[config.mk]
export PLATFORM = sky130hd
export DESIGN_NAME = mem_stage_ctrl
export DESIGN_NICKNAME = d
export VERILOG_FILES = /design/src/rtl/mem_stage_ctrl_pkg.sv /design/src/rtl/mem_stage_ctrl_load_aligner.sv /design/src/rtl/mem_stage_ctrl.sv
export SDC_FILE = /design/constraint.sdc
export NUM_CORES = 1
export LEC_CHECK = 0
export BUFFER_PORTS_ARGS = -buffer_cell sky130_fd_sc_hd__buf_4
export CORE_ASPECT_RATIO = 0.8
export CORE_MARGIN = 4
export CORE_UTILIZATION = 40
export DETAILED_ROUTE_END_ITERATION = 7
export PLACE_DENSITY = 0.68
export SKIP_CTS_REPAIR_TIMING = 1
export SLEW_MARGIN = 25
export SYNTH_ARGS = -nofsm -noshare
export SYNTH_HDL_FRONTEND = slang
export SYNTH_SLANG_ARGS = --single-unit
[constraint.sdc]
create_clock -name clk -period 5.4 [get_ports clk]
set_input_delay 0 -clock clk [delete_from_list [all_inputs] [get_ports clk]]
set_output_delay 0 -clock clk [all_outputs]
set_load 0.005 [all_outputs]
[src/rtl/mem_stage_ctrl_pkg.sv]
// Shared bus widths, load-type codes and the EX->MEM bus layout for the MEM stage.
package mem_stage_ctrl_pkg;

  localparam int ES_TO_MS_LEN   = 75;
  localparam int MS_TO_WS_LEN   = 71;
  localparam int MEM_BYPASS_LEN = 39;

  localparam logic [2:0] LD_B  = 3'b000;
  localparam logic [2:0] LD_H  = 3'b001;
  localparam logic [2:0] LD_W  = 3'b010;
  localparam logic [2:0] LD_BU = 3'b100;
  localparam logic [2:0] LD_HU = 3'b101;

  typedef struct packed {
    logic [31:0] pc;
    logic        res_from_mem;
    logic [2:0]  mem_type;
    logic        res_from_csr;
    logic        rf_we;
    logic [4:0]  rf_waddr;
    logic [31:0] alu_result;
  } es_bus_t;

endpackage

[src/rtl/mem_stage_ctrl_load_aligner.sv]
// Selects the addressed byte/half of a load word and sign- or zero-extends it.
module load_aligner
  import mem_stage_ctrl_pkg::*;
(
  input  logic [31:0] i_rdata,
  input  logic [1:0]  i_addr,
  input  logic [2:0]  i_mem_type,
  output logic [31:0] o_result
);

  logic [7:0]  w_byte;
  logic [15:0] w_half;

  always_comb begin
    w_byte = i_rdata[7:0];
    case (i_addr)
      2'd0:    w_byte = i_rdata[7:0];
      2'd1:    w_byte = i_rdata[15:8];
      2'd2:    w_byte = i_rdata[23:16];
      default: w_byte = i_rdata[31:24];
    endcase
    w_half = i_addr[1] ? i_rdata[31:16] : i_rdata[15:0];
  end

  always_comb begin
    o_result = i_rdata;
    case (i_mem_type)
      LD_B:    o_result = {{24{w_byte[7]}}, w_byte};
      LD_BU:   o_result = {24'h000000, w_byte};
      LD_H:    o_result = {{16{w_half[15]}}, w_half};
      LD_HU:   o_result = {16'h0000, w_half};
      default: o_result = i_rdata;
    endcase
  end

endmodule

[src/rtl/mem_stage_ctrl.sv]
// MEM stage controller: load-response capture, stale-response discard after flush,
// result selection and valid/allowin handshake towards WB.
module mem_stage_ctrl
  import mem_stage_ctrl_pkg::*;
#(
  parameter int DISCARD_W = 2
) (
  input  logic                      clk,
  input  logic                      resetn,
  input  logic                      es_to_ms_valid,
  output logic                      ms_allowin,
  input  logic [ES_TO_MS_LEN-1:0]   es_to_ms_bus,
  input  logic                      data_sram_data_ok,
  input  logic [31:0]               data_sram_rdata,
  input  logic                      flush,
  input  logic                      ws_allowin,
  output logic                      ms_to_ws_valid,
  output logic [MS_TO_WS_LEN-1:0]   ms_to_ws_bus,
  output logic [MEM_BYPASS_LEN-1:0] MEM_bypass_bus
);

  localparam logic [DISCARD_W-1:0] DISCARD_ONE = {{(DISCARD_W-1){1'b0}}, 1'b1};

  es_bus_t              r_es_bus;
  logic                 r_ms_valid;
  logic                 r_data_got;
  logic [31:0]          r_rdata_buf;
  logic [DISCARD_W-1:0] r_discard_cnt;

  logic        w_ready_go;
  logic        w_accept;
  logic        w_wait_data;
  logic        w_discard_idle;
  logic        w_capture;
  logic        w_discard_inc;
  logic        w_discard_dec;
  logic        w_not_ready;
  logic [31:0] w_aligned;
  logic [31:0] w_final_result;

  assign w_ready_go     = !r_es_bus.res_from_mem | r_data_got;
  assign ms_allowin     = !r_ms_valid | (w_ready_go & ws_allowin);
  assign w_accept       = es_to_ms_valid & ms_allowin & !flush;
  assign w_wait_data    = r_ms_valid & r_es_bus.res_from_mem & !r_data_got;
  assign w_discard_idle = (r_discard_cnt == '0);
  assign w_capture      = data_sram_data_ok & w_discard_idle & w_wait_data;
  assign w_discard_dec  = data_sram_data_ok & !w_discard_idle;
  // a flushed load still owed its response leaves one stale response in flight
  assign w_discard_inc  = flush & w_wait_data & !w_capture;

  load_aligner u_load_aligner (
    .i_rdata    (r_rdata_buf),
    .i_addr     (r_es_bus.alu_result[1:0]),
    .i_mem_type (r_es_bus.mem_type),
    .o_result   (w_aligned)
  );

  assign w_final_result = r_es_bus.res_from_mem ? w_aligned : r_es_bus.alu_result;
  assign w_not_ready    = w_wait_data | (r_ms_valid & r_es_bus.res_from_csr);

  assign ms_to_ws_valid = r_ms_valid & w_ready_go & !flush;
  assign ms_to_ws_bus   = {r_es_bus.pc, r_es_bus.res_from_csr, r_es_bus.rf_we,
                           r_es_bus.rf_waddr, w_final_result};
  assign MEM_bypass_bus = {w_not_ready, r_es_bus.rf_waddr,
                           r_ms_valid & r_es_bus.rf_we, w_final_result};

  always_ff @(posedge clk or negedge resetn) begin
    if (!resetn) begin
      r_ms_valid  <= 1'b0;
      r_es_bus    <= '0;
      r_data_got  <= 1'b0;
      r_rdata_buf <= 32'h0;
    end else begin
      if (flush)
        r_ms_valid <= 1'b0;
      else if (w_accept)
        r_ms_valid <= 1'b1;
      else if (ms_allowin)
        r_ms_valid <= 1'b0;

      if (w_accept) begin
        r_es_bus   <= es_bus_t'(es_to_ms_bus);
        r_data_got <= 1'b0;
      end else if (w_capture) begin
        r_data_got  <= 1'b1;
        r_rdata_buf <= data_sram_rdata;
      end
    end
  end

  always_ff @(posedge clk or negedge resetn) begin
    if (!resetn) begin
      r_discard_cnt <= '0;
    end else begin
      case ({w_discard_inc, w_discard_dec})
        2'b10:   r_discard_cnt <= r_discard_cnt + DISCARD_ONE;
        2'b01:   r_discard_cnt <= r_discard_cnt - DISCARD_ONE;
        default: r_discard_cnt <= r_discard_cnt;
      endcase
    end
  end

endmodule

==> results.md <==
Global routing:
- Summed over all layers, the global routing overflow is 0.
- The largest net degree at the start of global routing is 59.
- The via count of the first global-routing pass was 4480.
- The global-route usage over all layers is 19.1%.
- The number of antenna violations at the first check in global routing is 0.
- The first global-routing pass estimated 24.4 mm of wire.

Placement:
- Before CTS, the worst setup slack after placement is 2.87 ns.
- Routability-driven placement finished with a final weighted congestion of 0.872.
- The port buffer count is 224.
- Detailed placement ended at an HPWL of 11.9 mm.

Min path:
- The source of the worst hold timing path is data_sram_data_ok.
- The worst hold path was traced through 4 stages.
- The endpoint of the worst hold-timing path is r_discard_cnt[0].
- The path class of the lowest-slack min-delay path is primary input to flip-flop.

Worst setup path:
- The worst path arrival time is 2.88 ns.
- Counting cells, the worst reg-to-reg path comes to 8.
- The worst register-to-register path ends at r_discard_cnt[1].
- The largest single stage delay on the critical path is 0.83 ns.
- The category of the critical setup timing path is flip-flop to output port.
- The kind of end point of the critical path is an output port.
- The critical-path cell with the highest stage delay is sky130_fd_sc_hd__dfrtp_1.
- The required time of the worst setup path is 5.40 ns.
- The maximum net fanout on the critical path is 23.
- The setup check on the worst reg-to-reg path leaves a slack of 2.86 ns.
- STA classifies the critical path startpoint as a flip-flop.
- Traced cell by cell, the critical path runs through mux2i_1, or3b_1, o2111a_2, a221oi_1, buf_4.
- The critical register-to-register path startpoint is r_data_got.

Die:
- The area of the core is 14300 um^2.
- Row generation in the floorplan step produced 39 rows.
- The overall die width is 143 um.
- In this run the vertical extent of the chip is 116 um.
- The floorplan step defined a die boundary enclosing 16700 um^2.
- For this design the top-level I/O count stands at 225.
- The starting utilization of the core area is 41.0%.

Clocking:
- The number of H-tree levels is 3.
- The clock drives 111 sinks.
- Clock tree synthesis inserted a total of 9 buffers.
- The buffer cell driving the clock tree root is sky130_fd_sc_hd__clkbuf_16.
- The later pin in the worst-skew pair is clocked with a latency of 0.36 ns.
- The clock-pin transition on the worst setup and hold timing paths is 0.07 ns.
- The maximum buffer depth of the clock tree is 2.
- The CTS tree is built.

Routing:
- Summed over all layers, the routed wires come to 17.5 mm.
- In this run, the number of DRC markers left after iteration 0 of detailed routing was 185.
- The number of vias per cell is 4.98.
- The first detailed-routing pass took 4 iterations.
- The remaining antenna violation count is 0.
- The total DRC errors in the routed layout is 0.
- The routed length per instance is 18.6 um.
- The via count is 4662.

Synth:
- After technology mapping, the gate count stands at 501.
- The number of distinct library cells after synthesis is 43.
- The count of synthesis-stage warnings from yosys is 0.
- The area of the mapped netlist is 5860 um^2.
- The share of synthesized area occupied by flip-flops and latches is 47.4%.
- The number of nets produced by synthesis is 615.
- The flip-flop and latch count after synthesis is 111.
- The count of flip-flops with a built-in enable after synthesis is 0.
- The most instantiated flip-flop cell in the synthesis netlist is sky130_fd_sc_hd__dfrtp_1.
- The post-synthesis average cell area is 11.7 um^2.
- The async set-or-reset flop fraction in the synthesized netlist is 100%.

Timing:
- The shortest clock period the worst path allows after layout is 2.88 ns.
- The transition time of the tightest slew-check pin is 0.915 ns.
- The final setup skew is 0.00750 ns.
- The sum of negative setup slack is 0 ns.
- The count of final max-slew check failures is 0.
- Setup repair after global routing left no endpoint under its margin.
- In the post-route analysis, the smallest setup slack over all paths is 2.52 ns.
- The total count of hold-check failures in the final report is 0.
- Setup violations remaining at the end of the flow were counted as 0.
- The worst pin sits at a relative slew slack of 38.5%.
- The fmax is 347 MHz.
- The period utilization is 53.4%.

Cells and area:
- In the final layout, the share of cells above drive strength 1 is 49.9%.
- The number of inserted diodes is 0.
- The signed area change from the synthesized netlist to the final layout is 44.4%.
- Counting the fill cells in the layout gives 1148.
- The number of nets in the layout is 861.

Status:
- The run finished with clean final reports.

Power:
- The leakage dissipation is 3.85 nW.
- The worst voltage drop across the vdd grid is 283 uV.
- For this design the ratio of total power to cell area is 397 nW/um^2.

Run:
- The number of max-cap violations is 0.
-- where the power goes --
group | leakage, nW | switching [mW] | internal, mW | total [mW]
sequential | 1.33 | 0.240 | 1.07 | 1.31
clock | 0.129 | 0.320 | 0.316 | 0.636
combinational | 2.38 | 0.590 | 0.830 | 1.42
-- cell families (layout without fill, tap and decap cells) --
family	Yosys count	in the layout	share of synthesized area, %
multiplexers	118	118	22.6
buffers and inverters	113	364	13.3
flip-flops	111	111	47.4
AND/OR/NAND/NOR	79	79	6.47
AO/OA/AOI/OAI	76	76	9.67
XOR/XNOR	3	3	0.448
adder cells (fa/ha/maj)	1	1	0.213
-- routing by layer --
layer  track usage [%]  vias up  share of wire [%]
li1                  -     2182                  -
met1              23.9     2258                 41
met2              30.8      203                 48
met3              7.65       19                9.3
met4              5.58        0                1.9
met5                 0        -                  0
-- final cells by class --
cell class / instances / area [um^2] / share of cell area [%]
clock buffers: 10 / 229 / 2.70
clock inverters: 6 / 46.3 / 0.547
inverters: 7 / 26.3 / 0.310
multi-input cells: 277 / 2320 / 27.4
flip-flops and latches: 111 / 2780 / 32.8
well taps: 184 / 230 / 2.72
repair buffers: 341 / 2840 / 33.5
-- how the worst max path moves through the flow --
stage                       from                  to  slack, ns
global route         r_es_bus[1]  MEM_bypass_bus[18]       2.35
detailed placement    r_data_got    r_discard_cnt[1]       2.87
CTS                  r_es_bus[1]  MEM_bypass_bus[18]       2.49
finish               r_es_bus[1]  MEM_bypass_bus[18]       2.52
floorplan           r_es_bus[42]    r_discard_cnt[1]       3.47
global placement      r_data_got    r_discard_cnt[1]       2.96
-- cells in the mapped netlist, types with 2 or more instances --
library cell	count	share of area, %
sky130_fd_sc_hd__nand3b_1	6	0.77
sky130_fd_sc_hd__nand2_1	30	1.9
sky130_fd_sc_hd__clkbuf_1	14	0.90
sky130_fd_sc_hd__o21ai_0	5	0.43
sky130_fd_sc_hd__o32ai_1	2	0.30
sky130_fd_sc_hd__mux2i_1	4	0.68
sky130_fd_sc_hd__o22ai_1	10	1.1
sky130_fd_sc_hd__a21oi_1	29	2.5
sky130_fd_sc_hd__buf_4	80	10
sky130_fd_sc_hd__nand2b_1	2	0.21
sky130_fd_sc_hd__buf_2	6	0.51
sky130_fd_sc_hd__o21a_1	3	0.38
sky130_fd_sc_hd__buf_6	6	1.2
sky130_fd_sc_hd__nor2_1	27	1.7
sky130_fd_sc_hd__a221oi_2	10	2.6
sky130_fd_sc_hd__nor2b_1	2	0.21
sky130_fd_sc_hd__dfrtp_1	111	47
sky130_fd_sc_hd__a221oi_1	6	0.90
sky130_fd_sc_hd__a21o_1	2	0.26
sky130_fd_sc_hd__a21boi_0	2	0.26
sky130_fd_sc_hd__a31oi_1	2	0.21
sky130_fd_sc_hd__mux2_2	114	22
sky130_fd_sc_hd__inv_1	7	0.45
sky130_fd_sc_hd__xnor2_1	2	0.30
-- flip-flops by register name, indices dropped and copies added, names as in the netlist --
signal          cells
r_ms_valid          1
r_es_bus           36
r_rdata_buf        32
ms_to_ws_bus       34
r_discard_cnt       2
MEM_bypass_bus      5
r_data_got          1
-- layout by cell type (no fill, tap or decap), types with 2 or more instances in the layout --
master / Yosys / layout
sky130_fd_sc_hd__a21boi_0: 2 / 2
sky130_fd_sc_hd__a21o_1: 2 / 2
sky130_fd_sc_hd__a21oi_1: 29 / 29
sky130_fd_sc_hd__a221oi_1: 6 / 6
sky130_fd_sc_hd__a221oi_2: 10 / 10
sky130_fd_sc_hd__a31oi_1: 2 / 2
sky130_fd_sc_hd__buf_4: 80 / 231
sky130_fd_sc_hd__clkbuf_16: 0 / 9
sky130_fd_sc_hd__clkinv_4: 0 / 2
sky130_fd_sc_hd__clkinvlp_4: 0 / 2
sky130_fd_sc_hd__dfrtp_1: 111 / 110
sky130_fd_sc_hd__dlygate4sd3_1: 0 / 110
sky130_fd_sc_hd__inv_1: 7 / 7
sky130_fd_sc_hd__mux2_2: 114 / 114
sky130_fd_sc_hd__mux2i_1: 4 / 4
sky130_fd_sc_hd__nand2_1: 30 / 30
sky130_fd_sc_hd__nand2b_1: 2 / 2
sky130_fd_sc_hd__nand3b_1: 6 / 6
sky130_fd_sc_hd__nor2_1: 27 / 27
sky130_fd_sc_hd__nor2b_1: 2 / 2
sky130_fd_sc_hd__o21a_1: 3 / 3
sky130_fd_sc_hd__o21ai_0: 5 / 5
sky130_fd_sc_hd__o22ai_1: 10 / 10
sky130_fd_sc_hd__o32ai_1: 2 / 2
sky130_fd_sc_hd__xnor2_1: 2 / 2
-- stage by stage --
stage / total power, mW / hold WS (ns) / utilization [%] / instance area (um^2) / std cells
after global placement: 2.63 / 0.0871 / 49.6 / 7090 / 810
after detailed placement: 2.67 / 0.0984 / 49.6 / 7090 / 810
after floorplan: 2.17 / -0.296 / - / 5860 / 501
after CTS: 3.32 / -0.290 / 51.5 / 7370 / 826
final: 3.36 / 0.122 / 59.2 / 8470 / 936
after global routing: 3.59 / 0.139 / 59.2 / 8470 / 936
-- critical path: cells and delay by family, from the launching register on --
kind                   cells  cell delay, ns
AO/OA/AOI/OAI              2            0.87
buffers and inverters      1            0.21
flip-flops                 1            0.83
multiplexers               1            0.20
AND/OR/NAND/NOR            1            0.41
No activity file was read; power rests on OpenSTA's default activity.
